<file path="config.mk">
export PLATFORM = sky130hd
export DESIGN_NAME = mmio_console
export DESIGN_NICKNAME = d
export VERILOG_FILES = /design/src/rtl/mmio_console.sv
export SDC_FILE = /design/constraint.sdc
export NUM_CORES = 1
export LEC_CHECK = 0
export CORE_ASPECT_RATIO = 1.4
export CORE_MARGIN = 4
export CORE_UTILIZATION = 35
export CTS_CLUSTER_DIAMETER = 200
export DETAILED_ROUTE_END_ITERATION = 8
export GPL_TIMING_DRIVEN = 0
export PLACE_DENSITY = 0.59
export SETUP_SLACK_MARGIN = 0.05
export SYNTH_ARGS = -nofsm -noshare
export SYNTH_HDL_FRONTEND = slang
export SYNTH_SLANG_ARGS = --single-unit
</file>
<file path="constraint.sdc">
create_clock -name clock -period 4.51 [get_ports clock]
set_clock_uncertainty 0.15 [all_clocks]
set_input_delay 0.451 -clock clock [delete_from_list [all_inputs] [get_ports clock]]
set_output_delay 0.451 -clock clock [all_outputs]
set_load 0.01 [all_outputs]
</file>
<file path="src/rtl/mmio_console.sv">
// mmio_console: memory-mapped console peripheral on the CPU data-memory bus.
// A 16-byte register window (TXDATA, STATUS, CYCLE, CTRL) sits at BASE.
// Bytes stored to TXDATA are queued in a FIFO and leave on a valid/ready
// byte stream. A free-running 32-bit cycle counter is also readable.
module mmio_console #(
    parameter logic [31:0] BASE  = 32'h0001_0000,
    parameter int          DEPTH = 8
) (
    input  logic        clock,
    input  logic        reset,
    input  logic        we,
    input  logic [1:0]  func_in,
    input  logic [2:0]  func_out,
    input  logic [31:0] address,
    input  logic [31:0] data_in,
    output logic [31:0] data_out,
    output logic        hit,
    output logic        out_valid,
    output logic [7:0]  out_data,
    input  logic        out_ready
);
    localparam int AW = $clog2(DEPTH);
    localparam int CW = AW + 1;
    localparam logic [CW-1:0] DEPTH_C = CW'(DEPTH);

    localparam logic [1:0] OFF_TX     = 2'd0;
    localparam logic [1:0] OFF_STATUS = 2'd1;
    localparam logic [1:0] OFF_CYCLE  = 2'd2;
    localparam logic [1:0] OFF_CTRL   = 2'd3;

    localparam logic [1:0] ST_SB = 2'b00;
    localparam logic [1:0] ST_SW = 2'b10;
    localparam logic [1:0] ST_RSV = 2'b11;

    typedef enum logic {IDLE, PRESENT} state_t;

    logic [7:0]    fifo_mem [DEPTH];
    logic [AW-1:0] wr_ptr;
    logic [AW-1:0] rd_ptr;
    logic [CW-1:0] count;
    logic          overflow;
    logic          enable;
    logic [31:0]   cycle;
    state_t        state_q;
    state_t        state_d;

    logic [1:0]    offset;
    logic          wr_en;
    logic          push_req;
    logic          push_ok;
    logic          pop;
    logic          can_load;
    logic          full;
    logic          empty;
    logic          ovf_set;
    logic          ovf_clr;

    logic [31:0]   word;
    logic [7:0]    lane_b;
    logic [15:0]   lane_h;
    logic [31:0]   fmt;

    // Sign-extend a byte lane to a full word.
    function automatic logic [31:0] sext_byte(input logic signed [7:0] b);
        logic signed [31:0] w;
        w = b;
        return w;
    endfunction

    // Sign-extend a halfword lane to a full word.
    function automatic logic [31:0] sext_half(input logic signed [15:0] h);
        logic signed [31:0] w;
        w = h;
        return w;
    endfunction

    assign offset   = address[3:2];
    assign hit      = (address[31:4] == BASE[31:4]);
    // Reserved store width is treated as no store at all.
    assign wr_en    = we && hit && (func_in != ST_RSV);
    assign push_req = wr_en && (offset == OFF_TX);
    assign empty    = (count == '0);
    assign full     = (count == DEPTH_C);
    assign can_load = enable && !empty;
    // A pop in the same cycle frees a slot, so a push into a full FIFO is kept.
    assign push_ok  = push_req && (!full || pop);
    assign ovf_set  = push_req && full && !pop;
    assign ovf_clr  = wr_en && (offset == OFF_CTRL) && data_in[2];

    // FIFO pointers and occupancy; pointers wrap naturally at DEPTH.
    always_ff @(posedge clock) begin
        if (reset) begin
            wr_ptr <= '0;
            rd_ptr <= '0;
            count  <= '0;
        end else begin
            if (push_ok) wr_ptr <= wr_ptr + AW'(1);
            if (pop)     rd_ptr <= rd_ptr + AW'(1);
            count <= count + CW'(push_ok) - CW'(pop);
        end
    end

    // FIFO storage; contents are meaningless outside the pointer range.
    always_ff @(posedge clock) begin
        if (push_ok) fifo_mem[wr_ptr] <= data_in[7:0];
    end

    // Sticky overflow and enable; a new overflow beats a clear in the same cycle.
    always_ff @(posedge clock) begin
        if (reset) begin
            overflow <= 1'b0;
            enable   <= 1'b0;
        end else begin
            if (ovf_set)      overflow <= 1'b1;
            else if (ovf_clr) overflow <= 1'b0;
            if (wr_en && (offset == OFF_CTRL)) enable <= data_in[0];
        end
    end

    // Free-running cycle counter; a word store overrides the increment.
    always_ff @(posedge clock) begin
        if (reset) begin
            cycle <= '0;
        end else if (wr_en && (offset == OFF_CYCLE) && (func_in == ST_SW)) begin
            cycle <= data_in;
        end else begin
            cycle <= cycle + 32'd1;
        end
    end

    // Output stage state register.
    always_ff @(posedge clock) begin
        if (reset) state_q <= IDLE;
        else       state_q <= state_d;
    end

    // Output stage next state: stay presenting while bytes keep flowing.
    always_comb begin
        state_d = state_q;
        unique case (state_q)
            IDLE:    if (can_load) state_d = PRESENT;
            PRESENT: if (out_ready && !can_load) state_d = IDLE;
            default: state_d = IDLE;
        endcase
    end

    // Output stage outputs: valid while presenting, pop whenever a load happens.
    always_comb begin
        out_valid = (state_q == PRESENT);
        pop       = can_load && ((state_q == IDLE) || out_ready);
    end

    // Presented byte register; only changes on a load so it stays stable.
    always_ff @(posedge clock) begin
        if (reset)    out_data <= 8'h00;
        else if (pop) out_data <= fifo_mem[rd_ptr];
    end

    // Combinational read path: word select, lane extraction, extension.
    always_comb begin
        word = '0;
        unique case (offset)
            OFF_TX:     word = '0;
            OFF_STATUS: word = {16'h0000, 8'(count), 5'b00000, overflow, full, empty};
            OFF_CYCLE:  word = cycle;
            OFF_CTRL:   word = {31'b0, enable};
            default:    word = '0;
        endcase
        lane_b = 8'(word >> {address[1:0], 3'b000});
        lane_h = 16'(word >> {address[1], 4'b0000});
        unique case (func_out)
            3'b000:  fmt = sext_byte(lane_b);
            3'b001:  fmt = sext_half(lane_h);
            3'b010:  fmt = word;
            3'b100:  fmt = {24'h000000, lane_b};
            3'b101:  fmt = {16'h0000, lane_h};
            default: fmt = '0;
        endcase
        data_out = hit ? fmt : 32'h0000_0000;
    end

endmodule

</file>
==> qor.csv, run 1 <==
metric,value,unit
filler instances,1545,
Int Power,2.129,mW
Layout Area Growth over Synthesis,33.47,%
DP Area,7340,um^2
MaxCap Viol Count,0,
Slew headroom,0.4566,
TritonCTS Buffers,17,
"Warnings, synthesis",0,
Max Clock Freq,269.4,MHz
"Slew Viols, Final",0,
Starting Density,0.3565,
drt pass-1 iters,4,
Longest Clk Path Bufs,2,
Die Y-Extent,162.5,um
clock share of power,0.529,
Worst EP arrival,3.11,ns
M3 GR Usage,0.04760,
Period minus WS final,3.712,ns
Initial DRC Count,273,
R2R depth,8,
Total GRT Usage,0.1775,
GRT met1 Usage,0.1943,
library cells used by synthesis,54,
syn_nets,640,
Synth top area share,0.3219,
switching portion of total power,0.1973,
post-synthesis sequential area ratio,0.4997,
n_diodes,0,
switching pwr,0.5233,mW
Logic pwr share,0.045,
Startpoint Class,primary input,
"area leader, netlist",edfxtp_1,
critical-path maximum fanout,10,
Tcrit/Tclk final,0.8230,
area of the core,16750,um^2
global-route wire length before repair,26940,um
Setup Buffers After CTS,0,
Worst Max-Slew Pin Slew,0.8121,ns
Sink Count,117,
Mapped Area,5969,um^2
number of flops mapped to enable cells by yosys,64,
M2 GR Usage,0.3208,
port bufs,111,
WP data required,3.91,ns
Seq cells post-synth,117,
status,completed,
post-synthesis area per instance,10.70,um^2
Reg power frac,0.426,
H-Tree Depth,4,
VDD IR max,229.7,uV
initial antenna violation count,0,
DRC,0,
WHS Path Cells,2,
PwrDens,332.8,nW/um^2
CTS Hold Bufs,0,
Via density,5.319,
Post-synth top cells,"nor2_1 (74), edfxtp_1 (64), dfxtp_1 (53)",
"count leader, synth",nor2_1,
DRT Wirelength,16720,um
ranking of synthesized cells by area,"edfxtp_1 (32%), dfxtp_1 (18%), mux4_2 (6.4%), nor2_1 (4.7%), a211oi_1 (4.4%)",
HP Class,flip-flop to flip-flop,
RSZ-0062 raised after global routing,false,
die width,118.4,um
layout cells sized above 1,0.1054,
Layout Nets,771,
flop-to-flop setup slack,1.58,ns
largest net degree at the start of global routing,17,
Final Hold Fails,0,
setup TNS,0,ns
CP endpoint kind,output pin,
# rows,56,
post-CTS sizing,0,
routability cong.,0.9040,
ys flop type,edfxtp_1,
Clock Latency Late Sink,0.40,ns
vias in the first global route,5053,
leak pwr,2.538,nW
Crit Path Category,primary input to output pin,
Mapped Cells,558,
Final Setup Violations,0,
full die area,19240,um^2
Final Cell Area,7968,um^2
Ports,115,
global route hottest layer,met2,
WL/cell,18.48,um
clk root buf,clkbuf_16,
hpwl dp,12780,um
via count,4814,
CTS tree,done,
Clock transition at path regs,0.05,ns
Detail Route Antenna Nets,0,
"Async S/R FF share, synth",0,
GRT Residual Overflow,0,
[flip-flops by register name, indices dropped and copies added (netlist names)]
name,flops
out_data,8
enable,1
cycle,32
rd_ptr,3
overflow,1
count,4
wr_ptr,3
fifo_mem,64
out_valid,1
[final timing paths]
path	start	to
max reg2reg	count[2]	fifo_mem[0][6]
max	address[17]	data_out[3]
min reg2reg	out_data[5]	out_data[5]
min	out_data[5]	out_data[5]
[routing by layer]
layer | wire length (um) | share of wire
met5 | 0 | 0
met2 | 8771 | 0.52
met3 | 670 | 0.040
met1 | 6659 | 0.40
met4 | 622 | 0.037
[critical path, stage by stage]
cell             delay, ns
clkdlybuf4s50_1       0.41
nor4b_1               0.39
nand4_1               0.31
nor2_1                0.29
o21ai_1               0.19
clkbuf_1              0.27
a21oi_1               0.22
clkdlybuf4s50_1       0.57
[power by group through the flow]
stage	sequential [mW]	combinational [mW]	clock (mW)
2_1_floorplan	1.15	0.0344	0
3_3_place_gp	1.15	0.117	0
3_5_place_dp	1.15	0.119	0
4_1_cts	1.13	0.119	1.43
5_1_grt	1.13	0.128	1.48
6_report	1.13	0.119	1.40
[through the flow]
step | total power, mW | utilization | hold slack (ns) | instances | worst slack [ns]
2_1_floorplan | 1.184 | - | 0.3168 | 558 | 1.794
3_3_place_gp | 1.268 | 0.4380 | 0.3436 | 872 | 0.6191
3_5_place_dp | 1.270 | 0.4383 | 0.3450 | 873 | 0.5002
4_1_cts | 2.676 | 0.4755 | 0.3393 | 905 | 0.8209
5_1_grt | 2.740 | 0.4758 | 0.3741 | 905 | 0.5529
6_report | 2.652 | 0.4758 | 0.3460 | 905 | 0.7983
[layout by cell type, fill, tap and decap left out, types with 6 or more instances in the layout]
cell and instances:
edfxtp_1 64, buf_2 11, mux2i_1 17, clkdlybuf4s50_1 111
nand2_1 39, and3_1 11, clkbuf_16 17, nand4_1 10
inv_1 11, a22oi_1 15, nor4_1 7, xor2_1 18
nor3_1 6, nor2_1 74, dfxtp_1 53, mux4_2 17
ha_1 8, clkbuf_1 27, xnor2_1 14, a211oi_1 35
nand3_1 15, a21oi_1 33, nand2b_1 7
[area by class of cell]
cell class                      count  area, um^2  share of cell area
Buffer                             38       155.1             0.01947
Clock buffer                       19       442.9             0.05559
Clock inverter                     13       180.2             0.02261
Inverter                           11       41.29            0.005182
Multi-Input combinational cell    392        2795              0.3508
Sequential cell                   117        2983              0.3744
Tap cell                          203       254.0             0.03188
Timing Repair Buffer              112        1116              0.1401
[kinds of logic (layout without fill, tap and decap cells)]
group,count (synthesis),count (layout),synth area share
AOI/OAI and AO/OA,115,115,0.1329
xor gates and xnor gates,32,32,0.04695
adders and majority gates,9,9,0.02012
muxes,38,38,0.1002
buffers and inverters,49,193,0.03291
DFF,117,117,0.4997
and+or+nand+nor,198,198,0.1673
Power figures use the tool's default switching activity.
==> run 2: changes to the inputs <==
==> constraint.sdc (replaced) <==
create_clock -name clock -period 3.86 [get_ports clock]
set_clock_uncertainty 0.15 [all_clocks]
set_input_delay 0.386 -clock clock [delete_from_list [all_inputs] [get_ports clock]]
set_output_delay 0.386 -clock clock [all_outputs]
set_load 0.01 [all_outputs]
==> run 2 against run 1 <==
Setup slack worse by 0.52 ns. Worst hold slack worse by 0.047 ns. Total power up 17%. Cell count unchanged. Critical path depth unchanged. Core utilization unchanged. Critical endpoint unchanged. Largest cell class unchanged. Largest power group unchanged.
==> qor.csv, run 2 (synthesized netlist as in run 1, its figures left out) <==
metric,value,unit
status,completed,
Longest Clk Path Bufs,2,
Crit Path Category,primary input to output pin,
die width,118.4,um
Period minus WS final,3.577,ns
Die Y-Extent,162.5,um
PwrDens,388.9,nW/um^2
CP max-delay cell,clkdlybuf4s50_1,
via count,4810,
WL/cell,18.47,um
"Slew Viols, Final",0,
MaxCap Viol Count,0,
Setup Buffers After CTS,0,
Sink Count,117,
Reg power frac,0.426,
crit-path cells,"clkdlybuf4s50_1, nor4b_1, nand4_1, nor2_1, o21ai_1, clkbuf_1, a21oi_1, clkdlybuf4s50_1",
area of the core,16750,um^2
leak pwr,2.538,nW
post-CTS sizing,0,
routability cong.,0.9040,
# rows,56,
placed cell count,873,
VDD IR max,268.4,uV
global-route wire length before repair,26940,um
switching portion of total power,0.1974,
final non-filler cell total,905,
CP endpoint kind,output pin,
Logic pwr share,0.045,
GRT Residual Overflow,0,
hold_ws,0.2989,ns
Max Clock Freq,279.6,MHz
"most common cell after layout, fill and taps aside",clkdlybuf4s50_1,
"commonest cells after routing, fill and taps aside","clkdlybuf4s50_1 (111), nor2_1 (74), edfxtp_1 (64), dfxtp_1 (53), nand2_1 (39)",
drt pass-1 iters,4,
Via density,5.315,
Final Setup Violations,0,
Detail Route Antenna Nets,0,
initial antenna violation count,0,
Clock transition at path regs,0.05,ns
Ports,115,
port bufs,111,
filler instances,1545,
n_diodes,0,
Final Power,3.099,mW
clk root buf,clkbuf_16,
RSZ-0062 raised after global routing,false,
Largest Register,fifo_mem,
Final Hold Fails,0,
cell family with most CP delay,buffers and inverters,
CP peak stage delay,0.57,ns
hpwl dp,12780,um
WP data required,3.32,ns
Layout Nets,771,
Slew headroom,0.4566,
Worst Max-Slew Pin Slew,0.8121,ns
worst path bufs/invs,3,
Startpoint Class,primary input,
DRT Wirelength,16720,um
Regs by FF count,"fifo_mem (64), cycle (32), out_data (8)",
vias in the first global route,5053,
crit-path most repeated cell,clkdlybuf4s50_1,
flop-to-flop setup slack,0.93,ns
Tcrit/Tclk final,0.9267,
critical-path maximum fanout,10,
layout cells sized above 1,0.1054,
H-Tree Depth,4,
CTS Hold Bufs,0,
Int Power,2.487,mW
clock share of power,0.529,
HP Class,primary input to flip-flop,
switching pwr,0.6115,mW
Starting Density,0.3565,
Initial DRC Count,273,
Worst EP arrival,3.04,ns
CTS tree,done,
full die area,19240,um^2
number of flip-flops in the largest register,64,
DRC,0,
TritonCTS Buffers,17,
Total GRT Usage,0.1775,
Layout Area Growth over Synthesis,33.47,%
Clock Latency Late Sink,0.40,ns
largest net degree at the start of global routing,17,
## run 2: layout make-up
cell class	count	area (um^2)	area share
Sequential cell	117	2983	0.3744
Multi-Input combinational cell	392	2795	0.3508
Timing Repair Buffer	112	1116	0.1401
Clock buffer	19	442.9	0.05559
Tap cell	203	254.0	0.03188
Clock inverter	13	180.2	0.02261
Buffer	38	155.1	0.01947
Inverter	11	41.29	0.005182
## run 2: worst paths after layout
kind	from	to	depth (start not counted)
setup / recovery	address[17]	data_out[3]	8
hold / removal	reset	count[0]	2
setup reg to reg	count[2]	fifo_mem[0][6]	8
hold reg to reg	out_data[5]	out_data[5]	2
## run 2: power groups by stage
stage          Combinational [mW]  Sequential, mW  Clock (mW)
3_5_place_dp                0.139            1.34           0
2_1_floorplan              0.0401            1.34           0
6_report                    0.139            1.32        1.64
3_3_place_gp                0.136            1.34           0
5_1_grt                     0.150            1.32        1.73
4_1_cts                     0.140            1.32        1.67
## run 2: metal layers
layer / vias to the layer above / GRT usage / share of wire
met5: - / 0 / 0
met4: 0 / 0.08013 / 0.037
met3: 36 / 0.04760 / 0.040
met2: 146 / 0.3208 / 0.52
met1: 2265 / 0.1943 / 0.40
li1: 2363 / - / -
## run 2: through the flow
stage                     cell area [um^2]  setup slack, ns    util  TNS, ns
after floorplan                       5969            1.209       -        0
after global placement                7335          0.03413  0.4380        0
after detailed placement              7340         -0.08484  0.4383  -0.6704
after CTS                             7963           0.2755  0.4755        0
after global routing                  7968          0.05571  0.4758        0
final                                 7968           0.2831  0.4758        0
